===== src/rtl/booth_pkg.sv =====
// Shared types and helpers for the radix-4 modified-Booth multiplier controller.
package booth_pkg;

  // Controller states
  typedef enum logic [2:0] {
    IDLE     = 3'd0,
    RECODE   = 3'd1,
    TOG_REQ  = 3'd2,
    TOG_WAIT = 3'd3,
    ACCUM    = 3'd4,
    DONE     = 3'd5
  } state_t;

  // One Booth digit, value range -2..+2
  typedef logic signed [2:0] booth_digit_t;

  localparam booth_digit_t DIG_ZERO = 3'sb000;
  localparam booth_digit_t DIG_POS1 = 3'sb001;
  localparam booth_digit_t DIG_POS2 = 3'sb010;
  localparam booth_digit_t DIG_NEG1 = 3'sb111;
  localparam booth_digit_t DIG_NEG2 = 3'sb110;

  // Working width of pp_select; callers truncate to their word width.
  // Supports word widths up to PP_W-1 bits (BITLEN up to 30).
  localparam int PP_W = 64;

  // Select the unshifted partial product for one digit.
  // m is sign-extended M, neg_m is -M (modulo the caller's word width).
  function automatic logic [PP_W-1:0] pp_select(input booth_digit_t     digit,
                                                input logic [PP_W-1:0] m,
                                                input logic [PP_W-1:0] neg_m);
    logic [PP_W-1:0] pp;
    case (digit)
      DIG_POS1: pp = m;
      DIG_POS2: pp = {m[PP_W-2:0], 1'b0};
      DIG_NEG1: pp = neg_m;
      DIG_NEG2: pp = {neg_m[PP_W-2:0], 1'b0};
      default:  pp = {PP_W{1'b0}};
    endcase
    return pp;
  endfunction

endpackage


===== src/rtl/booth_recoder.sv =====
// Combinational radix-4 Booth recoder: Y -> NDIG signed digits plus a
// flag telling whether any digit needs the negated multiplicand.
module booth_recoder
  import booth_pkg::*;
#(
  parameter int BITLEN = 4
) (
  input  logic [BITLEN-1:0]         y,
  output logic [3*(BITLEN/2)-1:0]   digits,
  output logic                      any_neg
);

  localparam int NDIG = BITLEN / 2;

  // y_ext[0] is the implicit Y[-1] = 0, so triplet i sits at y_ext[2i+2:2i]
  logic [BITLEN:0] y_ext;
  assign y_ext = {y, 1'b0};

  // Map each overlapping triplet to its Booth digit and collect negative digits
  always_comb begin
    booth_digit_t d;
    d       = DIG_ZERO;
    digits  = {(3*NDIG){1'b0}};
    any_neg = 1'b0;
    for (int i = 0; i < NDIG; i++) begin
      case (y_ext[2*i +: 3])
        3'b001, 3'b010: d = DIG_POS1;
        3'b011:         d = DIG_POS2;
        3'b100:         d = DIG_NEG2;
        3'b101, 3'b110: d = DIG_NEG1;
        default:        d = DIG_ZERO;
      endcase
      digits[3*i +: 3] = d;
      any_neg          = any_neg | d[2];
    end
  end

endmodule


===== src/rtl/booth_mult_ctrl.sv =====
// Sequencing controller for the radix-4 modified-Booth signed multiplier.
// -M is obtained from the shared word-toggle unit (one's complement) plus 1.
module booth_mult_ctrl
  import booth_pkg::*;
#(
  parameter int BITLEN      = 4,
  parameter int TOG_TIMEOUT = 15
) (
  input  logic                  clock,
  input  logic                  reset_n,
  input  logic                  start_pulse,
  input  logic [BITLEN-1:0]     multiplicand,
  input  logic [BITLEN-1:0]     multiplier,
  output logic                  busy,
  output logic [2*BITLEN-1:0]   product,
  output logic                  product_valid_pulse,
  output logic                  err,
  output logic [2*BITLEN-1:0]   tog_in,
  output logic                  tog_valid_pulse,
  input  logic                  tog_busy,
  input  logic [2*BITLEN-1:0]   tog_out,
  input  logic                  tog_out_valid_pulse
);

  localparam int NDIG   = BITLEN / 2;
  localparam int TOG_W  = 2 * BITLEN;
  localparam int IDX_W  = (NDIG > 1) ? $clog2(NDIG) : 1;
  localparam int TCNT_W = $clog2(TOG_TIMEOUT + 1);

  state_t state, state_nxt;

  logic [BITLEN-1:0] m_reg, m_nxt;
  logic [BITLEN-1:0] y_reg, y_nxt;
  logic [3*NDIG-1:0] digits_reg, digits_nxt;
  logic [TOG_W-1:0]  acc, acc_nxt;
  logic [TOG_W-1:0]  neg_m, neg_m_nxt;
  logic [IDX_W-1:0]  idx, idx_nxt;
  logic [TCNT_W-1:0] tcnt, tcnt_nxt;

  logic              busy_nxt;
  logic [TOG_W-1:0]  product_nxt;
  logic              pvp_nxt;
  logic              err_nxt;
  logic [TOG_W-1:0]  tog_in_nxt;
  logic              tog_vp_nxt;

  logic [3*NDIG-1:0] rec_digits;
  logic              rec_any_neg;

  booth_recoder #(.BITLEN(BITLEN)) u_recoder (
    .y       (y_reg),
    .digits  (rec_digits),
    .any_neg (rec_any_neg)
  );

  // Partial-product datapath for the digit currently being accumulated
  booth_digit_t      cur_digit;
  logic [PP_W-1:0]   m_wide;
  logic [PP_W-1:0]   neg_wide;
  logic [PP_W-1:0]   pp_wide;
  logic [TOG_W-1:0]  pp_word;
  logic [TOG_W-1:0]  pp_shift;
  logic [TOG_W-1:0]  m_sext;

  assign cur_digit = booth_digit_t'(digits_reg[3*int'(idx) +: 3]);
  assign m_wide    = {{(PP_W-BITLEN){m_reg[BITLEN-1]}}, m_reg};
  assign neg_wide  = {{(PP_W-TOG_W){1'b0}}, neg_m};
  assign pp_wide   = pp_select(cur_digit, m_wide, neg_wide);
  assign pp_word   = pp_wide[TOG_W-1:0];
  assign pp_shift  = pp_word << (2 * int'(idx));
  assign m_sext    = {{BITLEN{m_reg[BITLEN-1]}}, m_reg};

  // State register
  always_ff @(posedge clock or negedge reset_n) begin
    if (!reset_n) begin
      state <= IDLE;
    end else begin
      state <= state_nxt;
    end
  end

  // Next-state and next-value logic for every registered signal
  always_comb begin
    state_nxt   = state;
    m_nxt       = m_reg;
    y_nxt       = y_reg;
    digits_nxt  = digits_reg;
    acc_nxt     = acc;
    neg_m_nxt   = neg_m;
    idx_nxt     = idx;
    tcnt_nxt    = tcnt;
    busy_nxt    = busy;
    product_nxt = product;
    pvp_nxt     = 1'b0;
    err_nxt     = err;
    tog_in_nxt  = tog_in;
    tog_vp_nxt  = 1'b0;

    case (state)
      IDLE: begin
        if (start_pulse) begin
          m_nxt     = multiplicand;
          y_nxt     = multiplier;
          acc_nxt   = {TOG_W{1'b0}};
          err_nxt   = 1'b0;
          busy_nxt  = 1'b1;
          state_nxt = RECODE;
        end else begin
          state_nxt = IDLE;
        end
      end

      RECODE: begin
        digits_nxt = rec_digits;
        idx_nxt    = {IDX_W{1'b0}};
        if (rec_any_neg) begin
          state_nxt = TOG_REQ;
        end else begin
          state_nxt = ACCUM;
        end
      end

      TOG_REQ: begin
        if (tog_busy) begin
          state_nxt = TOG_REQ;
        end else begin
          tog_in_nxt = m_sext;
          tog_vp_nxt = 1'b1;
          tcnt_nxt   = {TCNT_W{1'b0}};
          state_nxt  = TOG_WAIT;
        end
      end

      TOG_WAIT: begin
        if (tog_out_valid_pulse) begin
          neg_m_nxt = tog_out + TOG_W'(1);
          idx_nxt   = {IDX_W{1'b0}};
          state_nxt = ACCUM;
        end else if (tcnt == TCNT_W'(TOG_TIMEOUT - 1)) begin
          // Counter reaches TOG_TIMEOUT on this cycle: give up
          tcnt_nxt    = tcnt + TCNT_W'(1);
          err_nxt     = 1'b1;
          product_nxt = {TOG_W{1'b0}};
          state_nxt   = DONE;
        end else begin
          tcnt_nxt = tcnt + TCNT_W'(1);
        end
      end

      ACCUM: begin
        acc_nxt = acc + pp_shift;
        if (idx == IDX_W'(NDIG - 1)) begin
          product_nxt = acc + pp_shift;
          state_nxt   = DONE;
        end else begin
          idx_nxt = idx + IDX_W'(1);
        end
      end

      DONE: begin
        pvp_nxt   = 1'b1;
        busy_nxt  = 1'b0;
        state_nxt = IDLE;
      end

      default: begin
        busy_nxt  = 1'b0;
        state_nxt = IDLE;
      end
    endcase
  end

  // Datapath and output registers
  always_ff @(posedge clock or negedge reset_n) begin
    if (!reset_n) begin
      m_reg               <= {BITLEN{1'b0}};
      y_reg               <= {BITLEN{1'b0}};
      digits_reg          <= {(3*NDIG){1'b0}};
      acc                 <= {TOG_W{1'b0}};
      neg_m               <= {TOG_W{1'b0}};
      idx                 <= {IDX_W{1'b0}};
      tcnt                <= {TCNT_W{1'b0}};
      busy                <= 1'b0;
      product             <= {TOG_W{1'b0}};
      product_valid_pulse <= 1'b0;
      err                 <= 1'b0;
      tog_in              <= {TOG_W{1'b0}};
      tog_valid_pulse     <= 1'b0;
    end else begin
      m_reg               <= m_nxt;
      y_reg               <= y_nxt;
      digits_reg          <= digits_nxt;
      acc                 <= acc_nxt;
      neg_m               <= neg_m_nxt;
      idx                 <= idx_nxt;
      tcnt                <= tcnt_nxt;
      busy                <= busy_nxt;
      product             <= product_nxt;
      product_valid_pulse <= pvp_nxt;
      err                 <= err_nxt;
      tog_in              <= tog_in_nxt;
      tog_valid_pulse     <= tog_vp_nxt;
    end
  end

endmodule


===== config.mk =====
export PLATFORM = sky130hd
export DESIGN_NAME = booth_mult_ctrl
export DESIGN_NICKNAME = d
export VERILOG_FILES = /design/src/rtl/booth_pkg.sv /design/src/rtl/booth_recoder.sv /design/src/rtl/booth_mult_ctrl.sv
export SDC_FILE = /design/constraint.sdc
export NUM_CORES = 1
export LEC_CHECK = 0
export BUFFER_PORTS_ARGS = -buffer_cell sky130_fd_sc_hd__buf_2
export CAP_MARGIN = 20
export CORE_AREA = 2 2 75 77
export CTS_BUF_LIST = sky130_fd_sc_hd__clkbuf_4
export DETAILED_ROUTE_END_ITERATION = 7
export DIE_AREA = 0 0 77 79
export PLACE_DENSITY = 0.87
export SYNTH_ARGS = -nofsm -noshare
export SYNTH_HDL_FRONTEND = slang
export SYNTH_SLANG_ARGS = --single-unit

===== constraint.sdc =====
create_clock -name clock -period 3.4 [get_ports clock]
set_input_delay 0.34 -clock clock [delete_from_list [all_inputs] [get_ports clock]]
set_output_delay 0.34 -clock clock [all_outputs]
set_load 0.02 [all_outputs]

==> flow_summary.yaml <==
drt:
  vias_per_cell: 5.56
  routed_wire_length_per_instance_um: 14.5
  detail_route.iter0.violations: 120
  drt_pass1_iterations: 4
  ant_nets: 0
  totalWireLength_um: 5640
  post-route-drc-count: 0
  num_vias: 2158
worst_setup_path:
  worst_path_fanout_max: 9
  worst_setup_path_start_kind: "flop"
  required_ns: 3.68
  worst_setup_path_end_kind: "flop"
  cp.arrival_ns: 3.52
  crit_type: "flop to flop"
  reg2reg_depth: 11
die:
  floorplan.io_pins: 41
  die_width_um: 77
  starting_density_of_the_core_pct: 53.0
  die_outline_area_mm2: 0.00608
  core_area_mm2: 0.00534
  num_rows: 27
  fp.dieH_um: 79
logic_synthesis:
  share_of_the_synthesized_area_in_compound_gates_ao_oa_aoi_oai_pct: 15.1
  ys_ff_latch: 53
  netlist_top_cells_area: "dfrtp_1 47%, mux2_2 7.6%, ha_1 4.4%"
  synth_simple_gate_area_share_pct: 15.8
  post_synth_fa_ha_maj_area_fraction_pct: 5.13
  synth_top_family_by_area: "simple AND/OR/NAND/NOR gates"
  mappedNetlistNets: 306
  ys.warnings.count: 0
  async_s_r_ff_share_synth_pct: 100
  synth_flop_cell: "dfrtp_1"
  edff_count_synth: 0
  syn-cell-area_mm2: 0.00283
  sequential_area_share_after_synthesis_pct: 46.9
  synth.avg_cell_area_um2: 10.3
  distinct_cells_synth: 50
  synth_top_cell_area_share_pct: 46.9
  synth_xor_xnor_area_share_pct: 5.13
  yosysTopAreaCell: "dfrtp_1"
  post_synth_mux_area_share_pct: 8.98
  syn_inst: 274
clocking:
  cts.path.max_buffers: 2
  cts-root-buf: "clkbuf_4"
  cts_tree: "built"
  total_cts_buffers: 5
  clock_insertion_delay_worst_skew_ns: 0.37
  clkSlewWorstSetupHoldPaths_ns: 0.15
  htree_num_levels: 2
  numClockSinks: 53
power_and_ir_drop:
  p_leak_nw: 1.59
  power_density_mw_per_mm2: 891
  irDropWorstVdd_uv: 381
final_layout:
  syn_to_final_growth_pct: 12.3
  drive_above_1_share_pct: 27.5
  biggestRegsByFlops: "acc (8), neg_m (8), product (8)"
  antenna_cell_count: 0
  finalNetCount: 347
  finish.instance_area_mm2: 0.00318
sta:
  worst-slew-pin-transition_ns: 0.755
  unrepaired_setup_endpoints_after_global_routing: "false"
  timing.final.max_slew_violations: 0
  layout_worst_path_cycle_share_pct: 95.2
  fin_crit_ns: 3.24
  final_hold_viol_count: 0
  final-setup-viol-count: 0
  relative_slew_margins_pct: 49.6
  clock_skew_ns: 0.0125
  tns_ns: 0
  clock.fmax_ghz: 0.309
worst_hold_path:
  worst_hold_path.num_cells: 3
  timing.hold.worst.class: "input port to flop"
placement:
  finalWeightedCongestion: 0.951
  placed_area_mm2: 0.00310
  placement.io_buffers: 40
  place.detailed.hpwl_um: 4300
global_routing:
  grt_pass1_vias: 2134
  grt_antenna_before_repair: 0
  gr-usage-all-layers_pct: 20.0
  grt_pass1_wl_um: 9660
  largest_net_degree_at_the_start_of_global_routing: 30
  gr-total-overflow: 0
outcome:
  status: "finished, final reports clean"
run:
  cap_violations: 0
## final timing paths
check	startpoint	endpoint	slack (ns)
setup reg to reg	idx$_DFFE_PN0P_	acc[7]$_DFFE_PN0P_	0.16
hold / removal	multiplicand[3]	m_reg[3]$_DFFE_PN0P_	0.17
min in group asynchronous	reset_n	state[2]$_DFFE_PN0P_	0.48
max in group asynchronous	reset_n	idx$_DFFE_PN0P_	2.13
setup / recovery	idx$_DFFE_PN0P_	acc[7]$_DFFE_PN0P_	0.16
hold reg to reg	product[6]$_DFFE_PN0P_	product[6]$_DFFE_PN0P_	0.50
## cell type report
class                      instances  area [um2]
inverter                           6        22.5
fill                             484        2160
multi-input combinational        203        1430
tap                               72        90.1
timing repair buffer              46         248
clock inverter                     3        17.5
sequential                        53        1330
clock buffer                       5        37.5
## worst max-delay path, stage by stage, from the launching register on
cell and delay (ns):
dfrtp_2 0.48, or3b_1 0.42, o21ai_1 0.18, a222oi_1 0.16
a21boi_2 0.20, mux2i_1 0.15, ha_1 0.29, a21o_1 0.17
a21oi_1 0.19, a21oi_1 0.12, or4_4 0.53, a41o_1 0.25
## through the flow
| step | total power [mW] | std cells | hold WS (ns) | utilization [%] | setup slack, ns |
|---|---|---|---|---|---|
| after detailed placement | 2.54 | 379 | 0.375 | 58.0 | 0.106 |
| after CTS | 2.81 | 388 | 0.167 | 59.2 | 0.0871 |
| after global placement | 2.48 | 379 | 0.372 | 58.0 | 0.197 |
| final | 2.83 | 388 | 0.166 | 59.5 | 0.162 |
| after floorplan | 2.18 | 274 | 0.0444 | - | 0.329 |
| after global routing | 3.07 | 388 | 0.171 | 59.5 | 0.0104 |
## synth_stat cells (all sizes together), types with 2 or more instances
library cell   n
o21ai         21
dfrtp         53
o22ai          3
a222oi         3
inv            6
nand2b         4
xor2           7
a21boi         2
ha            10
buf            7
o2bb2ai        2
nand3b         2
nor3b          3
nand2         31
mux2i          4
xnor2          7
nor3           3
or2            4
a21o           9
nand4          3
a21oi         14
a22o           2
clkbuf         5
mux2          19
and3           3
nor2          18
a22oi          2
nand3         11
## repair_timing
item | CTS | global route
hold endpoints to repair | 24 | 0
hold buffers | 1 | 0
endpoints found under the setup margin | 0 | 4
buffers inserted | 0 | 0
resized for setup | 0 | 8
## per-layer routing
layer / routed length (um) / GRT usage (%)
met1: 2550 / 25.1
met2: 2780 / 34.5
met3: 229 / 4.09
met4: 80 / 7.14
met5: 0 / 0
## power breakdown
group | switching (mW) | leakage, nW | internal, mW
Sequential | 0.272 | 0.676 | 0.892
Combinational | 0.769 | 0.886 | 0.629
Clock | 0.191 | 0.0310 | 0.0784
Total | 1.23 | 1.59 | 1.60
## cell usage in the layout, fill, tap and decap left out, types with 3 or more instances in the layout
master    instances
a21o_1            9
a21oi_1          13
a222oi_1          3
and3_1            3
buf_2            40
buf_4             5
clkbuf_4          5
dfrtp_1          51
ha_1             10
inv_1             6
mux2_2           19
mux2i_1           4
nand2_1          31
nand2b_1          4
nand3_1          11
nand4_1           3
nor2_1           18
nor3b_1           3
o21ai_0          19
or2_2             4
xnor2_1           7
xor2_1            7
## cell families after synthesis
group | Yosys count
buffers and inverters | 18
XOR/XNOR | 15
adder cells (fa/ha/maj) | 11
AND/OR/NAND/NOR | 89
multiplexers | 23
flip-flops | 53
AO/OA/AOI/OAI | 65
Power figures use the tool's default switching activity.
